`config.mk`:
```
export PLATFORM = sky130hd
export DESIGN_NAME = ctrl_pattern_gen
export DESIGN_NICKNAME = d
export VERILOG_FILES = /design/src/rtl/ctrl_pattern_gen_pkg.sv /design/src/rtl/ctrl_pattern_gen_mismatch_filter.sv /design/src/rtl/ctrl_pattern_gen.sv
export SDC_FILE = /design/constraint.sdc
export NUM_CORES = 1
export LEC_CHECK = 0
export ABC_AREA = 1
export CORE_ASPECT_RATIO = 0.7
export CORE_UTILIZATION = 35
export CTS_CLUSTER_DIAMETER = 50
export DETAILED_ROUTE_END_ITERATION = 10
export PLACE_DENSITY_LB_ADDON = 0.3
export SLEW_MARGIN = 20
export SYNTH_ARGS = -nofsm -noshare
export SYNTH_HDL_FRONTEND = slang
export SYNTH_SLANG_ARGS = --single-unit
```
`constraint.sdc`:
```
create_clock -name clk -period 1.35 [get_ports clk]
set_input_delay 0.3375 -clock clk [delete_from_list [all_inputs] [get_ports clk]]
set_output_delay 0.3375 -clock clk [all_outputs]
set_load 0.02 [all_outputs]
```
`src/rtl/ctrl_pattern_gen_pkg.sv`:
```
// Shared constants for the relay/heartbeat pattern generator: heartbeat
// FSM encoding and the default phase lengths and disagreement limit.
package ctrl_pattern_gen_pkg;

    localparam logic [1:0] ST_IDLE  = 2'd0;
    localparam logic [1:0] ST_SHORT = 2'd1;
    localparam logic [1:0] ST_LONG  = 2'd2;
    localparam logic [1:0] ST_HALT  = 2'd3;

    localparam int DEF_SHORT_LEN    = 2;
    localparam int DEF_LONG_LEN     = 16;
    localparam int DEF_MISMATCH_LIM = 3;

    // Last phase-counter value of a phase lasting len cycles (counter starts at 0).
    function automatic logic [4:0] phase_last(input int len);
        return 5'(len - 1);
    endfunction

endpackage

```
`src/rtl/ctrl_pattern_gen_mismatch_filter.sv`:
```
// Channel-disagreement filter: counts consecutive cycles in which the two
// redundant relay commands differ and latches a fault once the run is long
// enough. The fault is released only by a clear request while the channels agree.
module mismatch_filter
    import ctrl_pattern_gen_pkg::*;
#(
    parameter int MISMATCH_LIM = DEF_MISMATCH_LIM
) (
    input  logic clk,
    input  logic rst,
    input  logic i_cmd_a,
    input  logic i_cmd_b,
    input  logic i_fault_clr,
    output logic o_fault,
    output logic o_clr_evt
);

    localparam logic [3:0] LIM = 4'(MISMATCH_LIM);

    logic [3:0] r_cnt;
    logic       r_fault;
    logic       w_equal;
    logic       w_clr;
    logic [3:0] w_cnt_nxt;

    assign w_equal = (i_cmd_a == i_cmd_b);
    // A clear request only counts while latched and while both channels agree.
    assign w_clr   = i_fault_clr & r_fault & w_equal;

    // Next disagreement count: saturating run length, zeroed on agreement or clear.
    always_comb begin
        w_cnt_nxt = r_cnt;
        if (w_clr) begin
            w_cnt_nxt = 4'd0;
        end else if (!w_equal) begin
            if (r_cnt >= LIM) begin
                w_cnt_nxt = LIM;
            end else begin
                w_cnt_nxt = r_cnt + 4'd1;
            end
        end else begin
            w_cnt_nxt = 4'd0;
        end
    end

    // Counter and fault latch; the fault sets one cycle after the count hits the limit.
    always_ff @(posedge clk) begin
        if (rst) begin
            r_cnt   <= 4'd0;
            r_fault <= 1'b0;
        end else begin
            r_cnt   <= w_cnt_nxt;
            r_fault <= w_clr ? 1'b0 : (r_fault | (r_cnt == LIM));
        end
    end

    assign o_fault   = r_fault;
    assign o_clr_evt = w_clr;

endmodule

```
`src/rtl/ctrl_pattern_gen.sv`:
```
// Relay driver with redundant-channel cross-check and a two-phase heartbeat
// (short/long) on the switch lines. A latched channel disagreement drops
// both relay lines to 0 and halts the heartbeat until cleared.
module ctrl_pattern_gen
    import ctrl_pattern_gen_pkg::*;
#(
    parameter int SHORT_LEN    = DEF_SHORT_LEN,
    parameter int LONG_LEN     = DEF_LONG_LEN,
    parameter int MISMATCH_LIM = DEF_MISMATCH_LIM
) (
    input  logic clk,
    input  logic rst,
    input  logic en,
    input  logic relayCmdA,
    input  logic relayCmdB,
    input  logic faultClr,
    output logic relayCtrl1,
    output logic relayCtrl2,
    output logic switchCtrl1,
    output logic switchCtrl2,
    output logic fault
);

    localparam logic [4:0] SHORT_LAST = phase_last(SHORT_LEN);
    localparam logic [4:0] LONG_LAST  = phase_last(LONG_LEN);

    logic [1:0] r_state;
    logic [4:0] r_phase;
    logic       r_relay1;
    logic       r_relay2;
    logic       r_sw1;
    logic       r_sw2;

    logic [1:0] w_state_nxt;
    logic [4:0] w_phase_nxt;
    logic       w_relay1_nxt;
    logic       w_relay2_nxt;
    logic       w_fault;
    logic       w_clr;

    mismatch_filter #(
        .MISMATCH_LIM (MISMATCH_LIM)
    ) u_filter (
        .clk         (clk),
        .rst         (rst),
        .i_cmd_a     (relayCmdA),
        .i_cmd_b     (relayCmdB),
        .i_fault_clr (faultClr),
        .o_fault     (w_fault),
        .o_clr_evt   (w_clr)
    );

    // Heartbeat next state: a latched fault overrides the enable, otherwise short/long alternate.
    always_comb begin
        w_state_nxt = r_state;
        w_phase_nxt = r_phase;
        if (w_fault) begin
            w_phase_nxt = 5'd0;
            w_state_nxt = w_clr ? ST_IDLE : ST_HALT;
        end else begin
            case (r_state)
                ST_IDLE: begin
                    w_phase_nxt = 5'd0;
                    if (en) begin
                        w_state_nxt = ST_SHORT;
                    end else begin
                        w_state_nxt = ST_IDLE;
                    end
                end
                ST_SHORT: begin
                    if (!en) begin
                        w_state_nxt = ST_IDLE;
                        w_phase_nxt = 5'd0;
                    end else if (r_phase == SHORT_LAST) begin
                        w_state_nxt = ST_LONG;
                        w_phase_nxt = 5'd0;
                    end else begin
                        w_phase_nxt = r_phase + 5'd1;
                    end
                end
                ST_LONG: begin
                    if (!en) begin
                        w_state_nxt = ST_IDLE;
                        w_phase_nxt = 5'd0;
                    end else if (r_phase == LONG_LAST) begin
                        w_state_nxt = ST_SHORT;
                        w_phase_nxt = 5'd0;
                    end else begin
                        w_phase_nxt = r_phase + 5'd1;
                    end
                end
                ST_HALT: begin
                    // Unreachable without a fault; recover to a known state.
                    w_state_nxt = ST_IDLE;
                    w_phase_nxt = 5'd0;
                end
                default: begin
                    w_state_nxt = ST_IDLE;
                    w_phase_nxt = 5'd0;
                end
            endcase
        end
    end

    // Relay next value: both low when faulted, follow agreeing channels, hold on disagreement.
    always_comb begin
        w_relay1_nxt = r_relay1;
        w_relay2_nxt = r_relay2;
        if (w_fault) begin
            w_relay1_nxt = 1'b0;
            w_relay2_nxt = 1'b0;
        end else if (relayCmdA == relayCmdB) begin
            w_relay1_nxt = relayCmdA;
            w_relay2_nxt = ~relayCmdA;
        end else begin
            w_relay1_nxt = r_relay1;
            w_relay2_nxt = r_relay2;
        end
    end

    // State, phase and registered outputs; switch lines decoded from the next state.
    always_ff @(posedge clk) begin
        if (rst) begin
            r_state  <= ST_IDLE;
            r_phase  <= 5'd0;
            r_relay1 <= 1'b0;
            r_relay2 <= 1'b0;
            r_sw1    <= 1'b0;
            r_sw2    <= 1'b0;
        end else begin
            r_state  <= w_state_nxt;
            r_phase  <= w_phase_nxt;
            r_relay1 <= w_relay1_nxt;
            r_relay2 <= w_relay2_nxt;
            r_sw1    <= (w_state_nxt == ST_SHORT);
            r_sw2    <= (w_state_nxt == ST_LONG);
        end
    end

    assign relayCtrl1  = r_relay1;
    assign relayCtrl2  = r_relay2;
    assign switchCtrl1 = r_sw1;
    assign switchCtrl2 = r_sw2;
    assign fault       = w_fault;

endmodule

```
# Yosys cells after proc, flatten, opt, wreduce, memory -nomap -nowiden
# Index checks and enable logic that the tools add are counted.
[op_classes]
reduce_logical = 6
add_sub_neg = 2
n_eq_ne = 9
n_lt_le_gt_ge = 1
bitwise = 4
n_mux = 14
[op_table]
columns = ["cell", "count"]
rows = [
  ["5-bit two-way mux", 4],
  ["5-bit case mux with 3 select lines", 1],
  ["2-bit two-way mux", 7],
  ["2-bit case mux with 4 select lines", 1],
  ["2-bit equality test (second input constant)", 3],
  ["2-bit OR reduction", 3],
  ["5-bit by 1-bit adder with 5-bit output (second input constant)", 1],
  ["5-bit by 1-bit equality test with 1-bit output (second input constant)", 1],
  ["5-bit by 4-bit equality test with 1-bit output (second input constant)", 1],
  ["4-bit by 1-bit adder with 4-bit output (second input constant)", 1],
  ["2-bit by 1-bit equality test with 1-bit output (second input constant)", 2],
  ["4-bit by 2-bit equality test with 1-bit output (second input constant)", 1],
  ["4-bit by 2-bit >= comparator with 1-bit output (second input constant)", 1],
  ["4-bit OR reduction", 1],
  ["3-bit OR reduction", 1],
  ["1-bit AND", 2],
  ["2-bit logical NOT", 1],
  ["1-bit equality test", 1],
  ["1-bit two-way mux", 1],
  ["1-bit NOT", 1],
  ["1-bit OR", 1],
]
[word_totals]
in_bits = 6
regBits = 16
out_inout_bits = 5

# Depth between registers and ports, before layout
# Gate-level depths: netlist of run 1.
[depth]
word_depth = 6
depth_mapped = 9
ltp_nobuf = 9

# Modules after synthesis
# Synthesis of run 1 repeated with hierarchy kept, for this count alone.
[unflattened]
cells_unflattened = 89
hier_area_um2 = 691.9
[modules_own_cells]
columns = ["module", "seq_area_each_um2", "area_per_inst_um2", "n_inst", "cells_each"]
rows = [
  ["ctrl_pattern_gen", 220.2, 498.0, 1, 63],
  ["mismatch_filter", 100.1, 193.9, 1, 26],
]

# Least setup slack after synthesis of run 1
# Ideal clock, no wire load.
[synth_timing]
path_type = "flip-flop to flip-flop"
start = "reg r_phase[0]"
end = "reg r_state[0]"
stages_incl_launch_ff = 9
n_path_buf = 0
synth_period_minus_slack_ns = 1.304
slack_ns = 0.046
t_arrival_ns = 1.192
path_cell_list = "dfxtp_1 -> ha_1 -> nand3_1 -> inv_1 -> ha_1 -> o21ai_0 -> o21ai_1 -> nor2_1 -> nor2_1"
[synth_between]
elab_chain_len = 5
[synth_rtl]
columns = ["item", "line_no", "text"]
rows = [
  ["start, declared", "ctrl_pattern_gen.sv:28", "logic [4:0] r_phase;"],
  ["start signal, assigned", "ctrl_pattern_gen.sv:132", "r_phase <= w_phase_nxt;"],
  ["5-bit by 4-bit equality test with 1-bit output or 5-bit by 1-bit equality test with 1-bit output (tied branches)", "ctrl_pattern_gen.sv:85, ctrl_pattern_gen.sv:74", ""],
  ["2-bit two-way mux, on equally long branches", "ctrl_pattern_gen.sv:85, ctrl_pattern_gen.sv:74", ""],
  ["2-bit two-way mux, on equally long branches", "ctrl_pattern_gen.sv:82, ctrl_pattern_gen.sv:71", ""],
  ["2-bit case mux with 4 select lines *", "ctrl_pattern_gen.sv:61", "case (r_state)"],
  ["2-bit two-way mux *", "ctrl_pattern_gen.sv:57", "if (w_fault) begin"],
  ["end signal, assigned", "ctrl_pattern_gen.sv:131", "r_state <= w_state_nxt;"],
  ["end, declared", "ctrl_pattern_gen.sv:27", "logic [1:0] r_state;"],
]
# Every way passes the cells marked *; elsewhere a longest branch is shown, timed or not.
# A chain may end at the register's enable or synchronous reset.

# Final worst setup path of run 1
[layout_timing]
start = "reg r_relay1, in the netlist relayCtrl1"
end = "out relayCtrl1"
[layout_rtl]
columns = ["item", "line_no", "text"]
rows = [
  ["start, declared", "ctrl_pattern_gen.sv:29", "logic r_relay1;"],
  ["start signal, assigned", "ctrl_pattern_gen.sv:133", "r_relay1 <= w_relay1_nxt;"],
  ["end, declared", "ctrl_pattern_gen.sv:17", "output logic relayCtrl1,"],
]
# No word-level cell between the ends.

==> results of run 1 <==
[flip-flops by register name (all words and copies together) (netlist names)]
signal / count
u_filter.r_cnt: 4
r_phase: 5
u_filter.o_fault: 1
relayCtrl2: 1
relayCtrl1: 1
switchCtrl1: 1
switchCtrl2: 1
r_state: 2
[per-layer routing]
layer | share of wire [%] | GRT usage (%)
met3 | 5.0 | 7.14
met4 | 0.94 | 7.69
met5 | 0 | 0
met2 | 48 | 23.2
met1 | 46 | 18.3
[Yosys cell counts]
library cell	count
nand2_1	17
dfxtp_1	16
nor2_1	15
inv_1	13
a21oi_1	5
ha_1	5
nand3_1	5
a31oi_1	2
conb_1	1
nand3b_1	1
nand4_1	1
nor2_2	1
o21ai_0	1
o21ai_1	1
xnor2_1	1
xor2_1	1
[worst max-delay path by stage]
| stage | cells after the start | to | slack (ns) |
|---|---|---|---|
| 2_1_floorplan | 8 | r_state[0]$_SDFF_PP0_ | 0.05 |
| 3_3_place_gp | 7 | switchCtrl1$_SDFF_PP0_ | -0.06 |
| 3_5_place_dp | 7 | r_phase[0]$_SDFF_PP0_ | -0.08 |
| 4_1_cts | 9 | r_phase[3]$_SDFF_PP0_ | 0.007 |
| 5_1_grt | 10 | r_state[0]$_SDFF_PP0_ | -0.03 |
| 6_report | 1 | relayCtrl1 | 0.05 |
[logic make-up after synthesis]
kind of cell,count (synthesis),share of synthesized area (%)
buffers and inverters,13,7.33
DFF,16,48.1
other,1,0.563
and+or+nand+nor,40,24.8
xor gates and xnor gates,2,2.63
AOI/OAI and AO/OA,9,7.14
adders and majority gates,5,9.40
[layout make-up]
type                    instances  area (um2)  area share, %
multi-input cells              58         352           37.4
repair buffers                 17         151           16.1
flip-flops and latches         16         323           34.4
clock buffers                   4        36.3           3.86
well taps                      21        26.3           2.80
inverters                      13        51.3           5.46
[what timing repair did]
action	in CTS	in global routing
resized for setup	10	14
endpoints found under the setup margin	13	10
pin swaps	1	6
gates cloned	0	0
[per-stage QoR]
| step | cells | worst slack (ns) | util [%] |
|---|---|---|---|
| CTS | 129 | 0.00665 | 52.9 |
| global placement | 125 | -0.0584 | 50.4 |
| finish | 129 | 0.0479 | 55.9 |
| floorplan | 87 | 0.0464 | - |
| global route | 129 | -0.0325 | 55.9 |
| detailed placement | 125 | -0.0839 | 50.4 |
[report_power, final]
| group | total, uW | switching, uW | leakage (uW) | internal (uW) |
|---|---|---|---|---|
| registers | 499 | 9.06 | 0.000132 | 490 |
| clock network | 315 | 150 | 0.0000210 | 164 |
| logic | 95.9 | 51.7 | 0.000267 | 44.2 |
==> out/metrics.csv, run 1 <==
stage;metric;value;unit
placed_design;DP HPWL;950;um
clocking;CTS Buffer Depth;2;
critical_path;reg-to-reg slack, setup;0.07;ns
pwr;PD cells;968;nW/um2
drt;Routed WL per cell;10.8;um
clocking;H-tree levels;1;
hold_path;Cells on Worst Hold Path;1;
sta;Fin. Hold Viols;0;
synthesis;Synth top area share;48.1;%
layout;fin area;940;um2
critical_path;Critical Path Start;relayCtrl1$_SDFFE_PP0N_;
clocking;CTS sink cnt;16;
placed_design;Port Buf Inserts;10;
critical_path;Setup crit start kind;register;
critical_path;CP Class;reg -> out;
synthesis;Netlist Area Pre-Place;666;um2
drt;DR pass1 iterations;4;
global_routing;vias in the first global route;487;
global_routing;largest net degree at the start of global routing;10;
floorplan;Core ar.;1680;um2
layout;area grow syn2layout;41.2;%
drt;Total Wirelength;1390;um
drt;Routed Antenna Nets;0;
sta;WHS;0.462;ns
outcome;status;completed;
critical_path;worst path arrival time;0.96;ns
clocking;postcts setup bufs;0;
clocking;hold_buf cts;0;
hold_path;Hold Path Class;reg -> reg;
floorplan;die height;38.5;um
critical_path;WP buf/inv;1;
clocking;Skew-Pair Late Insertion Delay;0.29;ns
layout;Filler cells;169;
clocking;CTS root buf;clkbuf_4;
placed_design;placed cell areas;848;um2
global_routing;total track usage;15.4;%
layout;commonest cells after routing, fill and taps aside;nand2_1, nor2_1, dfxtp_1;
floorplan;Die Area;2080;um2
critical_path;cells on worst reg2reg path;9;
global_routing;gr ovfl total;0;
layout;Ant. Diodes;0;
drt;DRC;0;
clocking;CTS tree;yes;
sta;setup_tns;0;ns
pwr;Max IR drop VDD;0.487;mV
critical_path;Crit path required time;1.01;ns
floorplan;die width;54.1;um
synthesis;Post-Syn Area per Cell;7.74;um2
critical_path;family with the most delay on the worst path;flip-flops;
sta;setup violators final;0;
synthesis;Post-Syn Instances;86;
pwr;Lkg Pwr;0.000420;uW
sta;RSZ-0062 raised after global routing;true;
layout;Layout Nets;120;
hold_path;Hold Path End;u_filter.r_cnt[0]$_SDFF_PP0_;
synthesis;largest cells by area after synthesis;dfxtp_1, nand2_1, ha_1;
floorplan;placement row count;12;
sta;max-slew violations;0;
floorplan;Initial Util;39.6;%
drt;initial drt markers;8;
floorplan;I/O Pins;11;
hold_path;hold_sp;u_filter.r_cnt[0]$_SDFF_PP0_;
placed_design;GP Congestion;0.776;
job;number of max-cap violations;0;
critical_path;max incr delay on CP;0.35;ns
synthesis;Yosys reg bits;16;
pwr;Overall Power;909;uW
drt;total number of vias;585;
sta;Final Critical Period;1.30;ns
clocking;CTS Buf Count;3;
critical_path;reg2reg start;r_phase[1]$_SDFF_PP0_;
synthesis;cell taking the most area after synthesis;dfxtp_1;
global_routing;initial antenna violation count;0;
synthesis;Ys Warns;0;
critical_path;worst reg2reg endpoint;switchCtrl2$_SDFF_PP0_;
critical_path;Slowest-stage cell, CP;dfxtp_1;
clocking;CTS clk-pin slew, worst paths;0.09;ns
sta;post-route clock period utilization;96.5;%
layout;ratio of cells with drive above 1 in the final layout;23.1;%
critical_path;CP endpoint kind;primary output;
synthesis;synth unique cells;16;
drt;Via-to-Cell Ratio;4.53;
synthesis;post-synthesis sequential area ratio;48.1;%
sta;Max Clk Rate;768;MHz
critical_path;CP max FO;2;
global_routing;first-pass GRT wire length;2080;um
critical_path;Critical Path, Cell by Cell;dlygate4sd2_1;
sta;Setup Skew;0.00630;ns
(Power assumes the default switching activity.)
==> inputs of run 2 (changes only) <==
--- a/config.mk
+++ b/config.mk
@@ -6,11 +6,11 @@
 export NUM_CORES = 1
 export LEC_CHECK = 0
 export ABC_AREA = 1
+export CAP_MARGIN = 10
 export CORE_ASPECT_RATIO = 0.7
 export CORE_UTILIZATION = 35
 export CTS_CLUSTER_DIAMETER = 50
 export DETAILED_ROUTE_END_ITERATION = 10
-export PLACE_DENSITY_LB_ADDON = 0.3
 export SLEW_MARGIN = 20
 export SYNTH_ARGS = -nofsm -noshare
 export SYNTH_HDL_FRONTEND = slang
==> out/metrics.csv, run 2 (synthesized netlist as in run 1, its figures left out) <==
stage;metric;value;unit;change
critical_path;Critical Path, Cell by Cell;dlygate4sd2_1;;
layout;max FFs per register;5;;unchanged
clocking;H-tree levels;1;;unchanged
sta;post-route clock period utilization;95.7;%;-0.72 points
hold_path;Cells on Worst Hold Path;1;;unchanged
floorplan;placement row count;12;;unchanged
placed_design;DP Worst Slack;-0.0728;ns;+0.0111 ns
drt;Total Wirelength;1310;um;-5.8%
layout;biggest regs;r_phase x5, u_filter.r_cnt x4, r_state x2;;
drt;initial drt markers;6;;-2
critical_path;Slowest-stage cell, CP;dfxtp_1;;
drt;total number of vias;575;;-1.7%
drt;Routed WL per cell;10.1;um;-5.8%
placed_design;DP HPWL;965;um;+1.6%
pwr;Overall Power;908;uW;-0.12%
outcome;status;completed;;
layout;commonest cells after routing, fill and taps aside;nor2_1, dfxtp_1, nand2_1;;
drt;Via-to-Cell Ratio;4.46;;-1.7%
drt;Routed Antenna Nets;0;;unchanged
critical_path;max incr delay on CP;0.34;ns;about the same
sta;Final Critical Period;1.29;ns;-0.00975 ns
critical_path;cells on worst reg2reg path;9;;unchanged
layout;area grow syn2layout;43.2;%;
hold_path;Hold Path End;u_filter.r_cnt[0]$_SDFF_PP0_;;
clocking;CTS clk-pin slew, worst paths;0.09;ns;about the same
critical_path;reg2reg start;r_phase[1]$_SDFF_PP0_;;
critical_path;CP endpoint kind;primary output;;
critical_path;family with the most delay on the worst path;flip-flops;;
clocking;Skew-Pair Late Insertion Delay;0.28;ns;about the same
sta;post-route setup slack;0.0576;ns;+0.00975 ns
floorplan;die height;38.5;um;unchanged
layout;Ant. Diodes;0;;unchanged
drt;DR pass1 iterations;4;;unchanged
critical_path;reg-to-reg slack, setup;0.07;ns;about the same
clocking;CTS tree;yes;;
layout;Filler cells;164;;-3.0%
clocking;CTS sink cnt;16;;unchanged
critical_path;CP Class;reg -> out;;
clocking;CTS Buffer Depth;2;;unchanged
clocking;CTS Buf Count;3;;unchanged
layout;Layout Nets;120;;unchanged
sta;Setup Skew;0.00138;ns;-0.00492 ns
sta;Fin. Hold Viols;0;;unchanged
layout;ratio of cells with drive above 1 in the final layout;26.9;%;+3.7 points
hold_path;hold_sp;u_filter.r_cnt[0]$_SDFF_PP0_;;
critical_path;CP max FO;2;;unchanged
sta;Max Clk Rate;774;MHz;+0.75%
global_routing;vias in the first global route;486;;-0.21%
global_routing;first-pass GRT wire length;1910;um;-7.9%
critical_path;worst reg2reg endpoint;r_state[1]$_SDFF_PP0_;;
clocking;postcts setup bufs;0;;unchanged
job;number of max-cap violations;0;;unchanged
clocking;CTS root buf;clkbuf_4;;
critical_path;WP buf/inv;1;;unchanged
global_routing;largest net degree at the start of global routing;10;;unchanged
sta;setup violators final;0;;unchanged
floorplan;I/O Pins;11;;unchanged
pwr;Max IR drop VDD;0.930;mV;+91%
hold_path;Hold Path Class;reg -> reg;;
critical_path;Crit path required time;1.01;ns;about the same
critical_path;worst path arrival time;0.95;ns;about the same
layout;Biggest register;r_phase;;
pwr;Lkg Pwr;0.000422;uW;+0.51%
clocking;hold_buf cts;0;;unchanged
drt;DRC;0;;unchanged
placed_design;GP Congestion;0.759;;-2.2%
sta;max-slew violations;0;;unchanged
global_routing;initial antenna violation count;0;;unchanged
global_routing;total track usage;13.9;%;-1.5 points
floorplan;die width;54.1;um;unchanged
placed_design;Port Buf Inserts;10;;unchanged
critical_path;Setup crit start kind;register;;
pwr;PD cells;953;nW/um2;-1.6%
floorplan;Die Area;2080;um2;unchanged
global_routing;gr ovfl total;0;;unchanged
floorplan;Core ar.;1680;um2;unchanged
floorplan;Initial Util;39.6;%;unchanged
-- run 2: power by group --
| group | total, uW | internal, uW | leakage, uW | switching, uW |
|---|---|---|---|---|
| sequential | 498 | 490 | 0.000132 | 8.68 |
| combinational | 98.7 | 44.8 | 0.000269 | 53.9 |
| clock | 311 | 164 | 0.0000210 | 147 |
-- run 2: how the worst max path moves through the flow --
stage	from	endpoint	slack [ns]	cells past startpoint
final	relayCtrl1$_SDFFE_PP0N_	relayCtrl1	0.06	1
after global routing	r_phase[1]$_SDFF_PP0_	r_state[0]$_SDFF_PP0_	-0.02	8
after CTS	r_phase[0]$_SDFF_PP0_	r_state[0]$_SDFF_PP0_	0.001	8
after detailed placement	en	r_phase[0]$_SDFF_PP0_	-0.07	7
after global placement	en	switchCtrl1$_SDFF_PP0_	-0.06	6
after floorplan	r_phase[0]$_SDFF_PP0_	r_state[0]$_SDFF_PP0_	0.05	8
-- run 2: layout make-up --
cell class / count / area, um2 / share of cell area [%]
sequential: 16 / 323 / 33.9
timing repair buffer: 17 / 151 / 15.9
tap: 21 / 26.3 / 2.76
inverter: 13 / 51.3 / 5.38
multi-input combinational: 58 / 365 / 38.3
clock buffer: 4 / 36.3 / 3.81
-- run 2: worst register-to-register path: stages (launching register included) --
cell and delay, ns:
dfxtp_2 0.35, ha_4 0.16, nand3_2 0.07, inv_1 0.05, ha_2 0.17, inv_1 0.07, nand3_2 0.09, nand2_1 0.08
nand2_1 0.07, a21oi_2 0.11
-- run 2: through the flow --
step                      instance area, um2  hold slack (ns)  instances  utilization, %  setup TNS (ns)
after floorplan                          669            0.407         87               -               0
after global placement                   848            0.441        125            50.4          -0.245
after detailed placement                 848            0.454        125            50.4          -0.472
after CTS                                881            0.470        129            52.4               0
after global routing                     953            0.502        129            56.7         -0.0373
final                                    953            0.466        129            56.7               0
-- run 2: per-layer routing --
layer	track usage [%]	part of all wire, %	up-vias
li1	-	-	310
met1	16.6	49	251
met2	20.4	44	12
met3	8.73	5.4	2
met4	3.85	0.99	0
met5	0	0	-
-- run 2: what timing repair did --
action	4_1_cts	5_1_grt
gates cloned	0	0
pin swaps	3	9
resized for setup	7	21
setup endpoints to repair	12	10
